--- src/rtl/p2s_frame_controller.sv ---
// rtl/p2s_frame_controller.sv - load/send/gap sequencer for a parallel-to-serial converter
//
// Ports:
//   clock      - system clock, rising edge
//   reset      - asynchronous active-low reset
//   enable     - gates acceptance of new words; an in-flight frame always completes
//   in_valid   - upstream word valid
//   in_data    - upstream parallel word
//   in_ready   - registered: controller can accept a word this cycle
//   par_data   - word held stable for the converter from handshake to next handshake
//   load_send  - converter control: 0 = load/hold, 1 = shift
//   bit_index  - index of the bit being shifted, 0 outside SEND
//   busy       - high in LOAD, SEND and GAP
//   frame_done - one-cycle pulse after the last shift cycle
module p2s_frame_controller #(
    parameter int WIDTH       = 8,
    parameter int LOAD_CYCLES = 1,
    parameter int GAP_CYCLES  = 2,
    parameter int CNT_W       = 4
) (
    input  logic             clock,
    input  logic             reset,
    input  logic             enable,
    input  logic             in_valid,
    input  logic [WIDTH-1:0] in_data,
    output logic             in_ready,
    output logic [WIDTH-1:0] par_data,
    output logic             load_send,
    output logic [CNT_W-1:0] bit_index,
    output logic             busy,
    output logic             frame_done
);

    typedef enum logic [1:0] {
        IDLE = 2'd0,
        LOAD = 2'd1,
        SEND = 2'd2,
        GAP  = 2'd3
    } state_t;

    // Counters are preloaded with (cycles - 1) and count down to zero.
    localparam logic [CNT_W-1:0] LOAD_INIT = CNT_W'(LOAD_CYCLES - 1);
    localparam logic [CNT_W-1:0] GAP_INIT  = CNT_W'((GAP_CYCLES > 0) ? (GAP_CYCLES - 1) : 0);
    localparam logic [CNT_W-1:0] LAST_BIT  = CNT_W'(WIDTH - 1);

    state_t           state, state_d;
    logic [CNT_W-1:0] cnt, cnt_d;
    logic [CNT_W-1:0] bit_index_d;
    logic [WIDTH-1:0] par_data_d;
    logic             in_ready_d, load_send_d, busy_d, frame_done_d;

    always_ff @(posedge clock or negedge reset) begin
        if (!reset) begin
            state      <= IDLE;
            cnt        <= '0;
            in_ready   <= 1'b0;
            par_data   <= '0;
            load_send  <= 1'b0;
            bit_index  <= '0;
            busy       <= 1'b0;
            frame_done <= 1'b0;
        end else begin
            state      <= state_d;
            cnt        <= cnt_d;
            in_ready   <= in_ready_d;
            par_data   <= par_data_d;
            load_send  <= load_send_d;
            bit_index  <= bit_index_d;
            busy       <= busy_d;
            frame_done <= frame_done_d;
        end
    end

    always_comb begin
        state_d      = state;
        cnt_d        = cnt;
        in_ready_d   = in_ready;
        par_data_d   = par_data;
        load_send_d  = load_send;
        bit_index_d  = bit_index;
        busy_d       = busy;
        frame_done_d = 1'b0;

        case (state)
            IDLE: begin
                in_ready_d  = 1'b1;
                busy_d      = 1'b0;
                load_send_d = 1'b0;
                bit_index_d = '0;
                cnt_d       = '0;
                // The handshake uses the registered in_ready, so the first
                // edge after reset release can never accept a word.
                if (in_valid && in_ready && enable) begin
                    par_data_d = in_data;
                    in_ready_d = 1'b0;
                    busy_d     = 1'b1;
                    cnt_d      = LOAD_INIT;
                    state_d    = LOAD;
                end
            end
            LOAD: begin
                load_send_d = 1'b0;
                if (cnt == '0) begin
                    load_send_d = 1'b1;
                    bit_index_d = '0;
                    state_d     = SEND;
                end else begin
                    cnt_d = cnt - 1'b1;
                end
            end
            SEND: begin
                // bit_index doubles as the send-cycle counter.
                if (bit_index == LAST_BIT) begin
                    load_send_d  = 1'b0;
                    bit_index_d  = '0;
                    frame_done_d = 1'b1;
                    if (GAP_CYCLES == 0) begin
                        in_ready_d = 1'b1;
                        busy_d     = 1'b0;
                        state_d    = IDLE;
                    end else begin
                        cnt_d   = GAP_INIT;
                        state_d = GAP;
                    end
                end else begin
                    bit_index_d = bit_index + 1'b1;
                end
            end
            GAP: begin
                load_send_d = 1'b0;
                if (cnt == '0) begin
                    in_ready_d = 1'b1;
                    busy_d     = 1'b0;
                    state_d    = IDLE;
                end else begin
                    cnt_d = cnt - 1'b1;
                end
            end
            default: begin
                state_d     = IDLE;
                cnt_d       = '0;
                in_ready_d  = 1'b1;
                par_data_d  = '0;
                load_send_d = 1'b0;
                bit_index_d = '0;
                busy_d      = 1'b0;
            end
        endcase
    end

endmodule

--- config.mk ---
export PLATFORM = sky130hd
export DESIGN_NAME = p2s_frame_controller
export DESIGN_NICKNAME = d
export VERILOG_FILES = /design/src/rtl/p2s_frame_controller.sv
export SDC_FILE = /design/constraint.sdc
export NUM_CORES = 1
export LEC_CHECK = 0
export CAP_MARGIN = 10
export CORE_UTILIZATION = 60
export DETAILED_ROUTE_END_ITERATION = 10
export DONT_BUFFER_PORTS = 1
export GPL_ROUTABILITY_DRIVEN = 0
export PLACE_DENSITY = 0.87
export SLEW_MARGIN = 20
export SYNTH_ARGS = -nofsm -noshare
export SYNTH_HDL_FRONTEND = slang
export SYNTH_SLANG_ARGS = --single-unit
--- constraint.sdc ---
create_clock -name clock -period 2.6 [get_ports clock]
set_input_delay 0.52 -clock clock [delete_from_list [all_inputs] [get_ports clock]]
set_output_delay 0.52 -clock clock [all_outputs]
set_load 0.02 [all_outputs]
# ---- Word-level counts from Yosys, hierarchy flattened
# Cells that the tools add are included.
dict set report word_totals {
  ff_bits 22
  input_bits 12
  out_inout_bits 16
}
dict set report classes {
  addsub 2
  n_eq_ne 9
  reduce_logical 13
  n_mux 22
}
# cell count
set op_table {}
lappend op_table {{$pmux W4 S3} 2}
lappend op_table {{$mux W4} 4}
lappend op_table {{$ne A2 B2 Y1 const B} 5}
lappend op_table {{$mux W1} 8}
lappend op_table {{$mux W2} 4}
lappend op_table {{$pmux W2 S4} 1}
lappend op_table {{$reduce_and A2 Y1} 4}
lappend op_table {{$add A4 B1 Y4 const B} 1}
lappend op_table {{$eq A2 B2 Y1 const B} 2}
lappend op_table {{$eq A4 B3 Y1 const B} 1}
lappend op_table {{$logic_not A4 Y1} 1}
lappend op_table {{$pmux W1 S2} 2}
lappend op_table {{$reduce_and A4 Y1} 1}
lappend op_table {{$reduce_or A2 Y1} 2}
lappend op_table {{$sub A4 B1 Y4 const B} 1}
lappend op_table {{$pmux W1 S3} 1}
lappend op_table {{$reduce_bool A3 Y1} 1}
lappend op_table {{$eq A2 B1 Y1 const B} 1}
lappend op_table {{$logic_and A1 B1 Y1} 2}
lappend op_table {{$logic_not A2 Y1} 1}
lappend op_table {{$reduce_bool A2 Y1} 1}

# ---- Longest topological paths before layout
dict set report depth {
  depth_word 4
  depth_mapped 7
  mapped_depth_nobuf 5
}

# ---- Worst setup path before layout
# Ideal clock, no wire load.
dict set report synth_timing {
  kind {flip-flop to flip-flop}
  start {register state[1]}
  end {register state[1]}
  t_required_ps 2473
  period_less_slack_ps 1924
  path_stages_with_launch 7
  arrival_time_ps 1797
  setup_ps 127
  path_buffers 1
  slack_ps 676
  cell_sequence {dfrtp_1 -> inv_1 -> ha_1 -> clkbuf_1 -> or2_2 -> a222oi_1 -> mux2_1}
}
dict set report synth_between {
  elab_chain_len 3
  elab_cells_between_ends 10
}
# item line
set synth_lines {}
lappend synth_lines {{start, declared} 46} ;# state_t state, state_d;
lappend synth_lines {{start signal, assigned} 63} ;# state <= state_d;
lappend synth_lines {{$eq A2 B1 Y1 (tied with other cells)} 84} ;# case (state)
lappend synth_lines {{$ne A2 B2 Y1 (no line)} n/a}
lappend synth_lines {{$reduce_and A4 Y1 (no line)} n/a}
# Several ways; a longest one is shown, not always the timed one.
# A chain may end at the register's enable or synchronous reset.

# ---- Worst setup path in the final report
# Same ends and word-level chain as after synthesis.

==> impl_results.md <==
* Largest net degree at the start of global routing at 23
* Core area at 1760 µm²
* DR vias at 834
* Post-CTS Setup Bufs at 0
* Final wirelength at 2.06 mm
* Worst path required time at 2.80 ns
* Mapped Nets at 124
* RSZ-0062 raised after global routing: no
* Crit Path Max Fanout at 8
* Synthesis Warnings at 0
* Crit path largest cell delay at roughly 0.44 ns
* # fillers at around 130
* Total Power at 1.71 mW
* Flops & latches, synth at 22
* Worst Setup Path Type: flip-flop to flip-flop
* Final min period at 2.05 ns
* Leakage Power at ~0.54 nW
* Max Clock Freq at 487 MHz
* Netlist cell types at 34
* Clk Latency, worst-skew pair at around 0.3 ns
* Sequential fraction of the synthesis area at between 40% and 50%
* Final hold violation count at 0
* Synth cell count leaders: 22 x dfrtp_1, 10 x inv_1, 8 x ha_1, 8 x mux2_2
* Remaining antenna violation count at 0
* R2r setup slk at 0.55 ns
* Clock skew at 0.00406 ns
* Worst path cell trace: inv_1, ha_1, or2_2, a222oi_1, mux2_1
* Num Clock Sinks at 22
* Die area at 2120 µm²
* Die width at roughly 46 µm
* Post-synth top area share at 47.4%
* Launch point of the worst reg-to-reg path: state[1]$_DFFE_PN0P_
* Layout cells sized above 1 at 15.2%
* Post-synth EDFFs at 0
* H-tree Lvls at 1
* Hold Slack at around 0.35 ns
* Primary FF master, synth: dfrtp_1
* HP Class: input port to flip-flop
* PortBufs at 0
* Final period util at between 70% and 80%
* GRT Overall Usage at between 20% and 30%
* CTS buffer count at 3
* Initial antenna violation count at 0
* Post-detail-place hpwl at 1.56 mm
* Max-cap viol count at 0
* Syn avg cell area at about 11 µm²
* Setup TNS at 0 ns
* Critical path origin: state[1]$_DFFE_PN0P_
* Global-route wire length before repair at 3.26 mm
* Initial Util at 65.8%
* Nets at 126
* Area grow syn2layout at 6.68%
* Post-DP Area at 1180 µm²
* Vias in the first global route at 732
* Design area at roughly 1200 µm²
* Crit end category: flip-flop
* 1st-iter DRT viols at 26
* Worst ir drop on vdd at approximately 0.00068 V
* Setup Viol. Count Final at 0
* Post-synth ARST share at 100%
* Count leader, synth: dfrtp_1
* Reg2Reg Depth at 5
* Critical path launch point type: flip-flop
* Synth area leaders: dfrtp_1 47%, ha_1 8.6%, mux2_2 7.8%, inv_1 3.2%, a221oi_1 3.0%
* Cell count after synthesis at 104
* Ports at 28
* CTS resizes at 0
* Setup crit end: state[1]$_DFFE_PN0P_
* DRT Pass-1 Iters at 4
* Via-to-Cell Ratio at 6.42
* Avg WL per Cell at 15.8 µm
* Clock root cell: clkbuf_4
* Worst slew pin tran at 0.941 ns
* Total congestion overflow at 0
* Pwr dens at 1380 nW/µm²
* Synthesized area at 1160 µm²
* TritonCTS clock tree: built
* RR Endpoint: state[1]$_DFFE_PN0P_
* Slew Limit Headroom at 37.1%
* Antenna diode count at 0
* Die H at approximately 46 µm
* Clk slew on worst S/H paths at 0.12 ns
* Clock tree buffer depth at 2
* Max-slew violation count at 0
* Slowest CP cell: dfrtp_1
* Multi-input gate area at 557 µm²
* DRC at 0
* Outcome: completed
* Register area at 551 µm²
* Dominant cell type by area after synthesis: dfrtp_1
* Arrival time worst endpoint at 2.26 ns
* Std-Cell Rows at 15
-- final cells by class --
cell class                      instances  share of cell area (%)
Clock buffer                            3                    1.82
Clock inverter                          1                    2.42
Inverter                               10                    3.03
Multi-Input combinational cell         68                    44.9
Sequential cell                        22                    44.4
Tap cell                               25                    2.53
Timing Repair Buffer                    1                   0.808
-- state kept, by name, indices dropped and copies added, names as in the netlist --
signal      cells
bit_index       4
par_data        8
state           2
in_ready        1
load_send       1
busy            1
cnt             4
frame_done      1
-- placed cells by master, fill, tap and decap left out --
cell	n
nand4_1	1
a221oi_1	4
a211oi_1	1
a32o_1	2
nor3b_2	1
a22o_1	2
dlygate4sd3_1	1
a31o_2	2
clkbuf_4	3
mux2_1	1
nand3b_1	1
or2_2	1
o21ai_0	5
o2111ai_1	1
o32a_1	1
and2b_1	1
bufinv_16	1
dfrtp_1	22
nand2b_1	3
a211o_1	1
ha_1	8
nor4_1	1
o21bai_1	1
or3b_1	1
nor2_1	5
a222oi_1	1
nand2_1	1
o211ai_1	1
nand3_1	2
nor3_1	3
mux2_2	8
inv_1	10
nor4b_1	1
a21oi_1	3
o2bb2ai_1	4
-- worst max-delay path: cells and delay by family (launching register included) --
kind                     cells  cell delay (ns)
flip-flops                   1             0.44
buffers and inverters        1             0.11
multiplexers                 1             0.36
AND/OR/NAND/NOR              1             0.34
adder cells (fa/ha/maj)      1             0.28
AO/OA/AOI/OAI                1             0.44
-- what timing repair did --
item | CTS | global route
endpoints found under the setup margin | 0 | 0
hold endpoints to repair | 22 | 0
hold buffers | 1 | 0
-- cells by family (layout without fill, tap and decap cells) --
family          count (synthesis)  after routing  synth area share (%)
flops                          22             22                  47.4
compound gates                 29             29                  19.4
buf+inv                        14             15                  4.63
mux                             9              9                  8.73
fa+ha+maj                       8              8                  8.62
simple gates                   22             22                  11.2
-- metal layers --
layer	up-vias	part of all wire, %	track usage (%)
met5	-	0	0
met3	0	3.3	5.16
met4	0	0	7.06
met1	416	45	28.4
li1	394	-	-
met2	24	51	34.1
-- how the worst min path moves through the flow --
stage | start | slack (ns) | depth (start not counted) | endpoint
after floorplan | reset | 0.22 | 0 | bit_index[0]$_DFFE_PN0P_
after global placement | reset | 0.22 | 0 | bit_index[1]$_DFFE_PN0P_
after detailed placement | reset | 0.22 | 0 | bit_index[1]$_DFFE_PN0P_
after CTS | in_data[1] | 0.35 | 1 | par_data[1]$_DFFE_PN0P_
after global routing | in_data[3] | 0.33 | 1 | par_data[3]$_DFFE_PN0P_
final | in_data[1] | 0.35 | 1 | par_data[1]$_DFFE_PN0P_
-- power by group --
part / internal, mW / leakage [nW] / total, mW / switching [mW]
combinational: 0.335 / 0.237 / 0.729 / 0.394
sequential: 0.478 / 0.279 / 0.721 / 0.244
clock: 0.156 / 0.0279 / 0.257 / 0.101
-- per-stage QoR --
step	util, %	std cells	worst slack (ns)
after floorplan	-	104	0.676
after global placement	66.7	125	0.639
after detailed placement	66.7	125	0.564
after CTS	70.2	130	0.548
after global routing	70.2	130	0.460
final	70.2	130	0.546
Power figures use the tool's default switching activity.
